`src/rtl/stream_unpack_if.sv`:
```
// Beat-to-word unpacker bus: wide source beat in, one word per cycle out.
// The master modport is the unpacker itself; slave is the environment around it.
interface stream_unpack_if #(
  parameter int WORDS = 32,
  parameter int WIDTH = 32
) ();
  logic                   src_valid;
  logic                   src_ready;
  logic [WORDS*WIDTH-1:0] src_data;
  logic                   src_last;
  logic                   dst_valid;
  logic                   dst_ready;
  logic [WIDTH-1:0]       dst_data;
  logic                   dst_last;
  logic                   busy;

  modport master (
    input  src_valid, src_data, src_last, dst_ready,
    output src_ready, dst_valid, dst_data, dst_last, busy
  );

  modport slave (
    output src_valid, src_data, src_last, dst_ready,
    input  src_ready, dst_valid, dst_data, dst_last, busy
  );
endinterface

```
`src/rtl/stream_unpack.sv`:
```
// Splits a WORDS*WIDTH source beat into WORDS sequential output words.
// Define STREAM_UNPACK_PREFETCH_EN to accept the next beat alongside the last word.
module stream_unpack #(
  parameter int WORDS = 32,
  parameter int WIDTH = 32
) (
  input  logic            clk,
  input  logic            rst,
  stream_unpack_if.master bus
);
  localparam int IDX_W = (WORDS > 1) ? $clog2(WORDS) : 1;
  localparam logic [IDX_W-1:0] LAST_IDX = IDX_W'(WORDS - 1);

  typedef enum logic {EMPTY, DRAIN} state_t;

  state_t                      r_state;
  logic [WORDS-1:0][WIDTH-1:0] r_beat;
  logic                        r_last;
  logic [IDX_W-1:0]            r_idx;

  logic w_drain;
  logic w_last_word;
  logic w_dst_hs;
  logic w_prefetch;
  logic w_src_ready;
  logic w_src_hs;

  // Outputs are gated by rst so nothing is presented during the reset cycle itself.
  assign w_drain     = (r_state == DRAIN) && !rst;
  assign w_last_word = (r_idx == LAST_IDX);
  assign w_dst_hs    = w_drain && bus.dst_ready;

`ifdef STREAM_UNPACK_PREFETCH_EN
  assign w_prefetch = w_dst_hs && w_last_word;
`else
  assign w_prefetch = 1'b0;
`endif

  assign w_src_ready = !rst && ((r_state == EMPTY) || w_prefetch);
  assign w_src_hs    = bus.src_valid && w_src_ready;

  assign bus.src_ready = w_src_ready;
  assign bus.dst_valid = w_drain;
  assign bus.busy      = w_drain;
  assign bus.dst_data  = r_beat[r_idx];
  assign bus.dst_last  = w_drain && r_last && w_last_word;

  always_ff @(posedge clk) begin
    if (rst) begin
      r_state <= EMPTY;
      r_beat  <= '0;
      r_last  <= 1'b0;
      r_idx   <= '0;
    end else if (w_src_hs) begin
      // A new beat always wins, including the prefetch case on the final word.
      r_state <= DRAIN;
      r_beat  <= bus.src_data;
      r_last  <= bus.src_last;
      r_idx   <= '0;
    end else if (w_dst_hs) begin
      if (w_last_word) begin
        r_state <= EMPTY;
        r_idx   <= '0;
      end else begin
        r_idx <= r_idx + IDX_W'(1);
      end
    end
  end
endmodule

```
`src/flat_wrapper.sv`:
```
// flat-port wrapper written by rule: the top's interface ports become plain ports
module stream_unpack_flat 
#(
  parameter int WORDS = 32,
  parameter int WIDTH = 32
)
  (clk, rst, bus_src_valid, bus_src_data, bus_src_last, bus_dst_ready, bus_src_ready, bus_dst_valid, bus_dst_data, bus_dst_last, bus_busy);
  stream_unpack_if #(.WORDS(WORDS), .WIDTH(WIDTH)) bus_i ();
  input  logic clk;
  input  logic rst;
  input wire logic [$bits(bus_i.src_valid)-1:0] bus_src_valid;
  input wire logic [$bits(bus_i.src_data)-1:0] bus_src_data;
  input wire logic [$bits(bus_i.src_last)-1:0] bus_src_last;
  input wire logic [$bits(bus_i.dst_ready)-1:0] bus_dst_ready;
  output wire logic [$bits(bus_i.src_ready)-1:0] bus_src_ready;
  output wire logic [$bits(bus_i.dst_valid)-1:0] bus_dst_valid;
  output wire logic [$bits(bus_i.dst_data)-1:0] bus_dst_data;
  output wire logic [$bits(bus_i.dst_last)-1:0] bus_dst_last;
  output wire logic [$bits(bus_i.busy)-1:0] bus_busy;
  assign bus_i.src_valid = bus_src_valid;
  assign bus_i.src_data = bus_src_data;
  assign bus_i.src_last = bus_src_last;
  assign bus_i.dst_ready = bus_dst_ready;
  assign bus_src_ready = bus_i.src_ready;
  assign bus_dst_valid = bus_i.dst_valid;
  assign bus_dst_data = bus_i.dst_data;
  assign bus_dst_last = bus_i.dst_last;
  assign bus_busy = bus_i.busy;
  stream_unpack #(.WORDS(WORDS), .WIDTH(WIDTH)) u_core (.clk(clk), .rst(rst), .bus(bus_i));
endmodule
```
`config.mk`:
```
export PLATFORM = sky130hd
export DESIGN_NAME = stream_unpack_flat
export DESIGN_NICKNAME = d
export VERILOG_FILES = /design/src/rtl/stream_unpack_if.sv /design/src/rtl/stream_unpack.sv /design/src/flat_wrapper.sv
export SDC_FILE = /design/constraint.sdc
export NUM_CORES = 1
export LEC_CHECK = 0
export CELL_PAD_IN_SITES_DETAIL_PLACEMENT = 1
export CELL_PAD_IN_SITES_GLOBAL_PLACEMENT = 2
export CORE_MARGIN = 1
export CORE_UTILIZATION = 25
export DETAILED_ROUTE_END_ITERATION = 7
export PLACE_DENSITY = 0.77
export SLEW_MARGIN = 40
export SYNTH_ARGS = -nofsm -noshare
export SYNTH_HDL_FRONTEND = slang
export SYNTH_SLANG_ARGS = --single-unit
```
`constraint.sdc`:
```
create_clock -name clk -period 3.3 [get_ports clk]
set_input_delay 0.66 -clock clk [delete_from_list [all_inputs] [get_ports clk]]
set_output_delay 0.66 -clock clk [all_outputs]
set_load 0.03 [all_outputs]
```
==> reports/metrics.yaml, run 1 <==
status:
  status: "complete, but fails checks"
  failed_checks: "setup timing"
min_path:
  min-delay-path-class: "input pin to flop"
  worst_hold_startpoint: "bus_src_data[409]"
flow_run:
  drv_cap: 0
worst_setup_path:
  critical_path.cell_chain: "buf_12, buf_16, mux4_2, a22oi_2, a22oi_2, buf_12"
  critPathTopFamily: "compound AO/OA/AOI/OAI gates"
  crit_slowest_cell: "sky130_fd_sc_hd__mux4_2"
  required_ns: 2.64
  cp_data_arrival_time_ns: 3.10
  worst-setup-path-type: "flop to output pin"
  critical_path.startpoint_type: "flop"
  timing.critical_path.buf_inv: 3
  max_stage_delay_ns: 0.60
  path_max_fanout: 8
  r2r_start: "u_core.r_idx[0]$_SDFFE_PP0P_"
  worst_setup_path_startpoint: "u_core.r_idx[0]$_SDFFE_PP0P_"
  worstSetupEndpointType: "output pin"
yosys:
  yosys.area.top_type_share: 0.452
  synthesized_area_per_cell_um2: 8.91
  yosysMostFrequentCell: "sky130_fd_sc_hd__dfxtp_1"
  synthesis.yosys.warnings: 0
  count_of_state_elements_after_synthesis: 1031
  synthesis.area_um2: 45700
  synth_fp_nets: 6163
  postSynth.topFlopCell: "sky130_fd_sc_hd__dfxtp_1"
  synth-edff-count: 0
  yosys-top-cells-area: "sky130_fd_sc_hd__dfxtp_1, sky130_fd_sc_hd__nand2b_1, sky130_fd_sc_hd__o21ai_0"
  synthesis.instances: 5132
  async_reset_ff_frac: 0
  yosys.area.top_type: "sky130_fd_sc_hd__dfxtp_1"
  yosys.cell_types.count: 35
  seq_total_area_yosys: 0.452
  synthTopCellsByCount: "sky130_fd_sc_hd__dfxtp_1, sky130_fd_sc_hd__nand2_1, sky130_fd_sc_hd__nand2b_1"
timing:
  setup_viol_count_final: 32
  layout_min_cycle_time_ns: 3.76
  min_period_over_period: 1.14
  slew_headroom: 0.425
  drv_slew: 0
  worstMarginPinSlew_ns: 0.863
  hold-worst-slack_ns: 0.432
  fmax_mhz: 266
  final_hold_viol_count: 0
  finalClockSkew_ns: 0.0463
  final_critical_path_setup_slack_ns: -0.460
  rsz_0062_raised_after_global_routing: "true"
floorplanning:
  vertical_die_dimension_um: 430
  die_span_in_x_um: 430
  io-pin-count: 1065
  initial_utilization: 0.252
  floorplan.die_area_um2: 185000
  placeableCoreArea_um2: 181000
  std_cell_rows: 156
final_layout:
  flow.area_growth_from_synthesis_pct: 45.1
  layout-drive-gt1-share: 0.146
  final_nets: 7212
route:
  firstDrtPassIters: 6
  vias: 42300
  initialDrtViolationCount: 3481
  drt-total-wl_um: 241000
  highest-signal-layer: "met5"
  wl_met1_um: 101000
  drcViolationCount: 0
  detailroute.wirelength.met3_um: 11700
  post_drt_wl_per_cell_um: 27.7
  dr_wl_met2_um: 114000
  routed_via_density: 4.86
  ant_nets: 0
pwr:
  cellLeakagePower_nw: 22.7
  finalPower_w: 0.0334
  power_density_nw_per_um2: 504
  vdd_ir_drop_max_mv: 0.388
global_route:
  grt_first_pass_wirelength_um: 328000
  first_global_vias: 43100
  grt_overflow_total: 0
  groute.usage.overall: 0.250
  pin_count_of_the_biggest_net_entering_global_routing: 170
  grt_antenna_before_repair: 87
place:
  place_congestion: 0.943
  dp_hpwl_um: 187000
  placement.io_buffers: 1064
  placement.setup.worst_slack_ns: -0.239
clocking:
  tritoncts_num_sinks: 1031
  cts_htree_levels: 3
  clock_insertion_delay_worst_skew_ns: 0.79
  clk_pin_slew_ns: 0.06
  cts_buffers: 119
  clock_tree.buffer_depth: 3
  cts_tree: "built"
  cts.root.buffer_cell: "sky130_fd_sc_hd__clkbuf_16"
==> path summary, 6_finish.rpt <==
path	end	slack [ns]	depth (start not counted)
worst max-delay path	bus_dst_data[14]	-0.46	6
worst max register to register	u_core.r_idx[3]$_SDFFE_PP0P_	0.99	10
worst min register to register	u_core.r_beat[802]$_SDFFE_PP0P_	0.47	2
worst min-delay path	u_core.r_beat[409]$_SDFFE_PP0P_	0.43	3
==> area by class of cell <==
class	instances	area, um2
antenna	35	87.6
timing repair buffer	1373	14500
tap	2370	2970
sequential	1031	20700
multi-input combinational	3656	23900
fill	20600	115000
clock inverter	53	693
clock buffer	171	3510
==> kinds of logic after synthesis <==
group	count (synthesis)	share of synthesized area
AOI/OAI and AO/OA	1254	0.148
adders and majority gates	2	0.000547
buffers and inverters	445	0.0489
DFF	1031	0.452
muxes	323	0.123
and+or+nand+nor	2077	0.228
==> metrics by stage <==
| step | area [um2] | util | TNS [ns] | std cells |
|---|---|---|---|---|
| 6_report | 66300 | 0.366 | -10.84 | 8689 |
| 5_1_grt | 66300 | 0.366 | -13.27 | 8686 |
| 4_1_cts | 65500 | 0.362 | -15.00 | 8611 |
| 3_5_place_dp | 59500 | 0.328 | -0.734 | 8336 |
| 3_3_place_gp | 59400 | 0.328 | -1.04 | 8333 |
| 2_1_floorplan | 45700 | - | 0 | 5132 |
==> where the power goes <==
| group | internal, W | total, W | switching (W) |
|---|---|---|---|
| Sequential | 0.0135 | 0.0142 | 0.000772 |
| Clock | 0.00842 | 0.0143 | 0.00586 |
| Combinational | 0.00255 | 0.00491 | 0.00236 |
==> layout by cell type (no fill, tap or decap), drive strengths merged, types with 3 or more instances in the layout <==
cell type         n
o22ai            31
a21oi            33
nand2b         1025
diode            35
buf             339
nand3b            3
a22oi            95
clkbuf          175
clkdlybuf4s50  1030
nand3             3
nand2          1026
o21ai          1027
dfxtp          1031
mux4            191
inv               5
nor2b             4
a211oi           33
clkinv           33
o221ai           32
mux2i           132
bufinv           13
nor3              4
nor2              4
==> per-layer routing <==
layer | GRT usage | vias to the layer above
li1 | - | 19500
met1 | 0.316 | 21000
met2 | 0.409 | 1314
met3 | 0.0387 | 411
met4 | 0.137 | 40
met5 | 0 | -
==> state kept, by name, summed over array words and instances, names as in the netlist <==
name            cells
u_core.r_beat    1024
u_core.r_last       1
u_core.r_state      1
u_core.r_idx        5
==> worst reg2reg max path, cell delays in order (launching register included) <==
cell and delay, ns:
sky130_fd_sc_hd__dfxtp_4 0.36, sky130_fd_sc_hd__buf_4 0.14, sky130_fd_sc_hd__buf_12 0.14, sky130_fd_sc_hd__buf_12 0.15, sky130_fd_sc_hd__ha_1 0.23, sky130_fd_sc_hd__and3_1 0.22, sky130_fd_sc_hd__ha_4 0.20, sky130_fd_sc_hd__buf_4 0.15
sky130_fd_sc_hd__nor2_1 0.14, sky130_fd_sc_hd__nand4_1 0.13, sky130_fd_sc_hd__a211oi_1 0.33
==> what timing repair did <==
action,CTS,global route
cloned,11,4
buffers inserted,44,46
pin swaps,63,52
setup endpoints to repair,33,33
hold buffers,0,0
gates resized for setup,242,71
No activity file was read; power rests on OpenSTA's default activity.
==> inputs of run 2 (changes only) <==
--- a/config.mk
+++ b/config.mk
@@ -11,2 +11,3 @@
 export CORE_UTILIZATION = 25
+export CTS_CLUSTER_SIZE = 8
 export DETAILED_ROUTE_END_ITERATION = 7
--- a/constraint.sdc
+++ b/constraint.sdc
@@ -3,2 +3,2 @@
 set_output_delay 0.66 -clock clk [all_outputs]
-set_load 0.03 [all_outputs]
+set_load 0.005 [all_outputs]
==> run 2 against run 1 <==
Against the previous run:
- the run still ends with setup timing left
- non-clock buffer count is 50 higher
- cell count about the same
- sequential share of layout area fell by 0.092 points
- fmax increased by 0.97%
- via count up 0.11%
- clock-buffer cell count fell by 11
- design area up 0.29%
- die area is the same
- combinational power down 0.8%
- critical path depth rose by 2
- worst setup slack better by 0.036 ns
==> reports/metrics.yaml, run 2 (synthesis results as in run 1) <==
status:
  status: "complete, but fails checks"
  failed_checks: "setup timing"
global_route:
  grt.met1_usage: 0.319
  grt_overflow_total: 0
  grt_antenna_before_repair: 70
  grt_util_met2: 0.410
  busiest_grt_layer: "met2"
  globalRouteMet3Util: 0.0376
  pin_count_of_the_biggest_net_entering_global_routing: 231
  groute.usage.overall: 0.254
  grt_first_pass_wirelength_um: 332000
  first_global_vias: 43800
worst_setup_path:
  cp_data_arrival_time_ns: 3.06
  reg2regPathDepth: 12
  worst-setup-path-type: "flop to output pin"
  regToRegSetupSlack_ns: 0.42
  critical_path.cell_chain: "buf_4, buf_16, buf_8, mux4_2, a211oi_4, buf_12, a22oi_2, clkdlybuf4s15_1"
  critical_path.startpoint_type: "flop"
  path_max_fanout: 7
  crit_slowest_cell: "sky130_fd_sc_hd__mux4_2"
  worstReg2RegEnd: "u_core.r_idx[0]$_SDFFE_PP0P_"
  required_ns: 2.64
  r2r_start: "u_core.r_idx[0]$_SDFFE_PP0P_"
  worstSetupEndpointType: "output pin"
  max_stage_delay_ns: 0.57
final_layout:
  register_name_with_the_most_flops: "u_core.r_beat"
  layout_top_registers: "u_core.r_beat (1024), u_core.r_idx (5)"
  final_common_cell: "sky130_fd_sc_hd__clkdlybuf4s50_1"
  final_nets: 7292
  flow.area_growth_from_synthesis_pct: 45.6
  filler_cells_inserted: 20700
  final_cell_mix: "sky130_fd_sc_hd__clkdlybuf4s50_1, sky130_fd_sc_hd__dfxtp_1, sky130_fd_sc_hd__nand2_1, sky130_fd_sc_hd__nand2b_1, sky130_fd_sc_hd__o21ai_0"
  largest_register_ffs: 1024
  layout-drive-gt1-share: 0.146
clocking:
  clock_tree.buffer_depth: 3
  cts_tree: "built"
  cts_buffers: 149
  cts.root.buffer_cell: "sky130_fd_sc_hd__clkbuf_16"
  tritoncts_num_sinks: 1031
  clock_insertion_delay_worst_skew_ns: 0.79
  cts_htree_levels: 4
  clk_pin_slew_ns: 0.05
timing:
  final_sum_of_negative_setup_slack_ns: -10.47
  worstMarginPinSlew_ns: 0.903
  min_period_over_period: 1.13
  drv_slew: 0
  finalClockSkew_ns: 0.0279
  layout_min_cycle_time_ns: 3.72
  rsz_0062_raised_after_global_routing: "true"
  slew_headroom: 0.398
  setup_viol_count_final: 33
  final_hold_viol_count: 0
  final_critical_path_setup_slack_ns: -0.424
  fmax_mhz: 269
pwr:
  share_of_total_power_consumed_by_net_switching: 0.273
  power.share.combinational: 0.146
  cellLeakagePower_nw: 22.8
  clkPwrFrac: 0.426
  seqPwrFrac: 0.428
  vdd_ir_drop_max_mv: 0.471
  p_switching_w: 0.00911
  power_density_nw_per_um2: 501
  internal_power_w: 0.0242
min_path:
  worst_hold_startpoint: "rst"
  worst_hold_path.endpoint: "u_core.r_beat[911]$_SDFFE_PP0P_"
  worst_hold_path.num_cells: 3
  min-delay-path-class: "input pin to flop"
floorplanning:
  die_span_in_x_um: 430
  initial_utilization: 0.252
  floorplan.die_area_um2: 185000
  vertical_die_dimension_um: 430
  std_cell_rows: 156
  placeableCoreArea_um2: 181000
  io-pin-count: 1065
route:
  initialDrtViolationCount: 3325
  ant_nets: 0
  drcViolationCount: 0
  post_drt_wl_per_cell_um: 27.9
  routed_via_density: 4.87
  vias: 42300
  drt-total-wl_um: 242000
  firstDrtPassIters: 5
place:
  placement.io_buffers: 1064
  dp_hpwl_um: 188000
  place_congestion: 0.918
  placement.setup.worst_slack_ns: -0.301
flow_run:
  drv_cap: 0
[run 2: cell types whose count changed in the layout (fill, tap and decap cells not counted), sizes merged]
cell	previous run	this run
clkbuf	175	163
dlygate4sd2	0	1
bufinv	13	0
clkinv	33	15
bufbuf	0	2
clkdlybuf4s15	0	2
buf	339	385
inv	5	2
diode	35	33
clkinvlp	2	1
[run 2: area by class of cell]
class                   instances  area, um2  share of cell area
clock buffers                 160       3800              0.0571
repair buffers               1423      14900               0.223
well taps                    2370       2970              0.0446
clock inverters                18        354             0.00532
diodes                         33       82.6             0.00124
multi-input cells            3656      23800               0.358
flip-flops and latches       1031      20700               0.310
[run 2: routing by layer]
metal	vias up	wire length, um
met5	-	149
li1	19600	-
met1	21000	102000
met2	1259	114000
met4	24	14500
met3	402	11100
[run 2: metrics by stage]
step,utilization,hold slack (ns),power [W],area [um2],std cells
after CTS,0.366,0.150,0.0336,66200,8655
after global placement,0.332,0.453,0.0190,60100,8395
final,0.367,0.214,0.0333,66500,8691
after detailed placement,0.332,0.461,0.0190,60100,8395
after global routing,0.367,0.188,0.0345,66500,8686
after floorplan,-,0.439,0.0161,45700,5132
[run 2: timing repair]
| action | in CTS | in global routing |
|---|---|---|
| hold endpoints to repair | 0 | 0 |
| endpoints found under the setup margin | 33 | 33 |
| hold buffers | 0 | 0 |
| setup buffers | 82 | 11 |
| gates cloned | 9 | 1 |
| resized for setup | 350 | 62 |
| pin swaps | 66 | 36 |
[run 2: how the worst max path moves through the flow]
stage | from | cells past startpoint | slack, ns | endpoint
floorplan | u_core.r_idx[0]$_SDFFE_PP0P_ | 5 | 1.03 | bus_dst_data[10]
global placement | u_core.r_idx[0]$_SDFFE_PP0P_ | 6 | -0.44 | bus_dst_data[12]
detailed placement | u_core.r_idx[0]$_SDFFE_PP0P_ | 9 | -0.30 | bus_dst_data[8]
CTS | u_core.r_idx[0]$_SDFFE_PP0P_ | 8 | -0.55 | bus_dst_data[14]
global route | u_core.r_idx[0]$_SDFFE_PP0P_ | 9 | -0.49 | bus_dst_data[1]
finish | u_core.r_idx[0]$_SDFFE_PP0P_ | 8 | -0.42 | bus_dst_data[8]
[run 2: power groups by stage]
stage | logic (W) | registers [W] | clock network, W
2_1_floorplan | 0.00202 | 0.0141 | 0
3_3_place_gp | 0.00456 | 0.0144 | 0
3_5_place_dp | 0.00461 | 0.0144 | 0
4_1_cts | 0.00487 | 0.0142 | 0.0145
5_1_grt | 0.00518 | 0.0143 | 0.0150
6_report | 0.00487 | 0.0142 | 0.0142
[run 2: worst max-delay path: cells and delay by family, from the launching register on]
family	cells	cell delay [ns]
AOI/OAI and AO/OA	2	0.47
muxes	1	0.57
buffers and inverters	5	0.81
DFF	1	0.39
==> inputs of run 3 (changes only) <==
- GPL_TIMING_DRIVEN: default -> 0
- RECOVER_POWER: default -> 50
==> run 3 against run 2 <==
Against the previous run:
- the flow still finishes with violations (setup timing)
- fmax shrank 7.7%
- global-route usage grew 4.6 points
- sequential share of layout area shrank 0.098 points
- first-iteration DRC count grew 11%
- hold slack gained 0.19 ns
- via count grew 6.2%
- clock-buffer cell count is the same
- clock power is essentially flat
- die area is the same
- flip-flop and latch count is the same
- critical path depth grew 1
- largest power group unchanged
==> reports/metrics.yaml, run 3 (synthesis results as in run 1) <==
global_route:
  groute.usage.overall: 0.300
  grt_antenna_before_repair: 128
  pin_count_of_the_biggest_net_entering_global_routing: 17
  first_global_vias: 46400
  grt_first_pass_wirelength_um: 382000
  grt_overflow_total: 0
min_path:
  min-delay-path-class: "input pin to flop"
  worst_hold_path.num_cells: 3
timing:
  fmax_mhz: 248
  setup_viol_count_final: 137
  worstMarginPinSlew_ns: 1.47
  finalClockSkew_ns: 0.0225
  final_critical_path_setup_slack_ns: -0.735
  layout_min_cycle_time_ns: 4.04
  hold-worst-slack_ns: 0.401
  final_hold_viol_count: 0
  slew_headroom: 0.0168
  drv_slew: 0
  rsz_0062_raised_after_global_routing: "true"
  min_period_over_period: 1.22
final_layout:
  final_cell_count_no_fill: 8907
  largest_register_ffs: 1024
  final_common_cell: "sky130_fd_sc_hd__clkdlybuf4s50_1"
  final_cell_mix: "sky130_fd_sc_hd__clkdlybuf4s50_1, sky130_fd_sc_hd__dfxtp_1, sky130_fd_sc_hd__nand2_1, sky130_fd_sc_hd__nand2b_1, sky130_fd_sc_hd__o21ai_0"
  seqCellArea_um2: 20600
  layout-drive-gt1-share: 0.144
  fin_area_um2: 66700
  layout_top_registers: "u_core.r_beat (1024), u_core.r_idx (5)"
  multi_input_gate_area_um2: 24600
  filler_cells_inserted: 20700
  flow.area_growth_from_synthesis_pct: 46.0
  final_nets: 7454
  register_name_with_the_most_flops: "u_core.r_beat"
worst_setup_path:
  regToRegSetupSlack_ns: -0.45
  required_ns: 2.64
  path_max_fanout: 5
  worstSetupEndpointType: "output pin"
  cp_data_arrival_time_ns: 3.38
  worst-setup-path-type: "flop to output pin"
  critical_path.cell_chain: "buf_12, buf_16, buf_16, buf_12, buf_6, mux4_2, a22oi_2, a22oi_1, buf_4"
  critical_path.startpoint_type: "flop"
  crit_slowest_cell: "sky130_fd_sc_hd__mux4_2"
  reg2regPathDepth: 9
  max_stage_delay_ns: 0.60
place:
  placement.setup.worst_slack_ns: -1.53
  dp_hpwl_um: 232000
  placement.io_buffers: 1063
  place_congestion: 0.985
  dpl.cell_count: 8567
  place_area_um2: 59400
clocking:
  cts_buffers: 148
  clk_pin_slew_ns: 0.05
  cts.root.buffer_cell: "sky130_fd_sc_hd__clkbuf_16"
  clock_tree.buffer_depth: 3
  cts_tree: "built"
  clock_insertion_delay_worst_skew_ns: 0.82
  cts_htree_levels: 4
  tritoncts_num_sinks: 1031
  post_cts_hold_buffer_count: 0
pwr:
  finalPower_w: 0.0337
  cellLeakagePower_nw: 22.7
  vdd_ir_drop_max_mv: 0.358
  power_density_nw_per_um2: 504
route:
  vias: 44900
  drt-total-wl_um: 287000
  firstDrtPassIters: 5
  ant_nets: 0
  routed_via_density: 5.04
  post_drt_wl_per_cell_um: 32.2
  initialDrtViolationCount: 3683
  drcViolationCount: 0
floorplanning:
  vertical_die_dimension_um: 430
  io-pin-count: 1065
  floorplan.die_area_um2: 185000
  std_cell_rows: 156
  initial_utilization: 0.252
  placeableCoreArea_um2: 181000
  die_span_in_x_um: 430
status:
  failed_checks: "setup timing"
  status: "complete, but fails checks"
flow_run:
  drv_cap: 0
-- run 3: power breakdown --
| group | switching [W] | internal (W) | total [W] |
|---|---|---|---|
| logic | 0.00277 | 0.00251 | 0.00528 |
| registers | 0.000680 | 0.0135 | 0.0142 |
| clock network | 0.00609 | 0.00812 | 0.0142 |
| total | 0.00954 | 0.0241 | 0.0337 |
-- run 3: cell type report --
| cell class | count | share of cell area |
|---|---|---|
| Clock inverter | 14 | 0.00345 |
| Tap cell | 2370 | 0.0444 |
| Timing Repair Buffer | 1145 | 0.175 |
| Sequential cell | 1031 | 0.309 |
| Buffer | 441 | 0.0390 |
| Antenna cell | 90 | 0.00338 |
| Multi-Input combinational cell | 3656 | 0.368 |
| Clock buffer | 160 | 0.0569 |
-- run 3: timing repair --
| action | in CTS | in global routing |
|---|---|---|
| cloned | 5 | 6 |
| resized for setup | 539 | 130 |
| buffers inserted | 22 | 49 |
| endpoints found under the setup margin | 34 | 32 |
| pin swaps | 60 | 49 |
-- run 3: per-layer routing --
| layer | track usage | vias to the layer above | share of wire |
|---|---|---|---|
| li1 | - | 20000 | - |
| met1 | 0.378 | 22600 | 0.42 |
| met2 | 0.479 | 1702 | 0.47 |
| met3 | 0.0434 | 519 | 0.050 |
| met4 | 0.196 | 14 | 0.064 |
| met5 | 0 | - | 0.00032 |
-- run 3: path summary, 6_finish.rpt --
kind                                                        from                               end
worst max register to register       u_core.r_state$_SDFFE_PP0P_   u_core.r_beat[897]$_SDFFE_PP0P_
worst min register to register  u_core.r_beat[1001]$_SDFFE_PP0P_  u_core.r_beat[1001]$_SDFFE_PP0P_
worst max-delay path                u_core.r_idx[0]$_SDFFE_PP0P_                  bus_dst_data[23]
worst min-delay path                           bus_src_data[889]   u_core.r_beat[889]$_SDFFE_PP0P_
-- run 3: stage by stage --
stage	utilization	setup TNS (ns)
finish	0.368	-44.70
global placement	0.327	-135.89
CTS	0.362	-22.51
global route	0.368	-84.66
detailed placement	0.328	-41.94
floorplan	-	0
-- run 3: worst max-delay path, delay by kind of cell (launching register included) --
kind            cells  cell delay (ns)
compound gates      2             0.67
buf+inv             6             0.90
flops               1             0.37
mux                 1             0.60
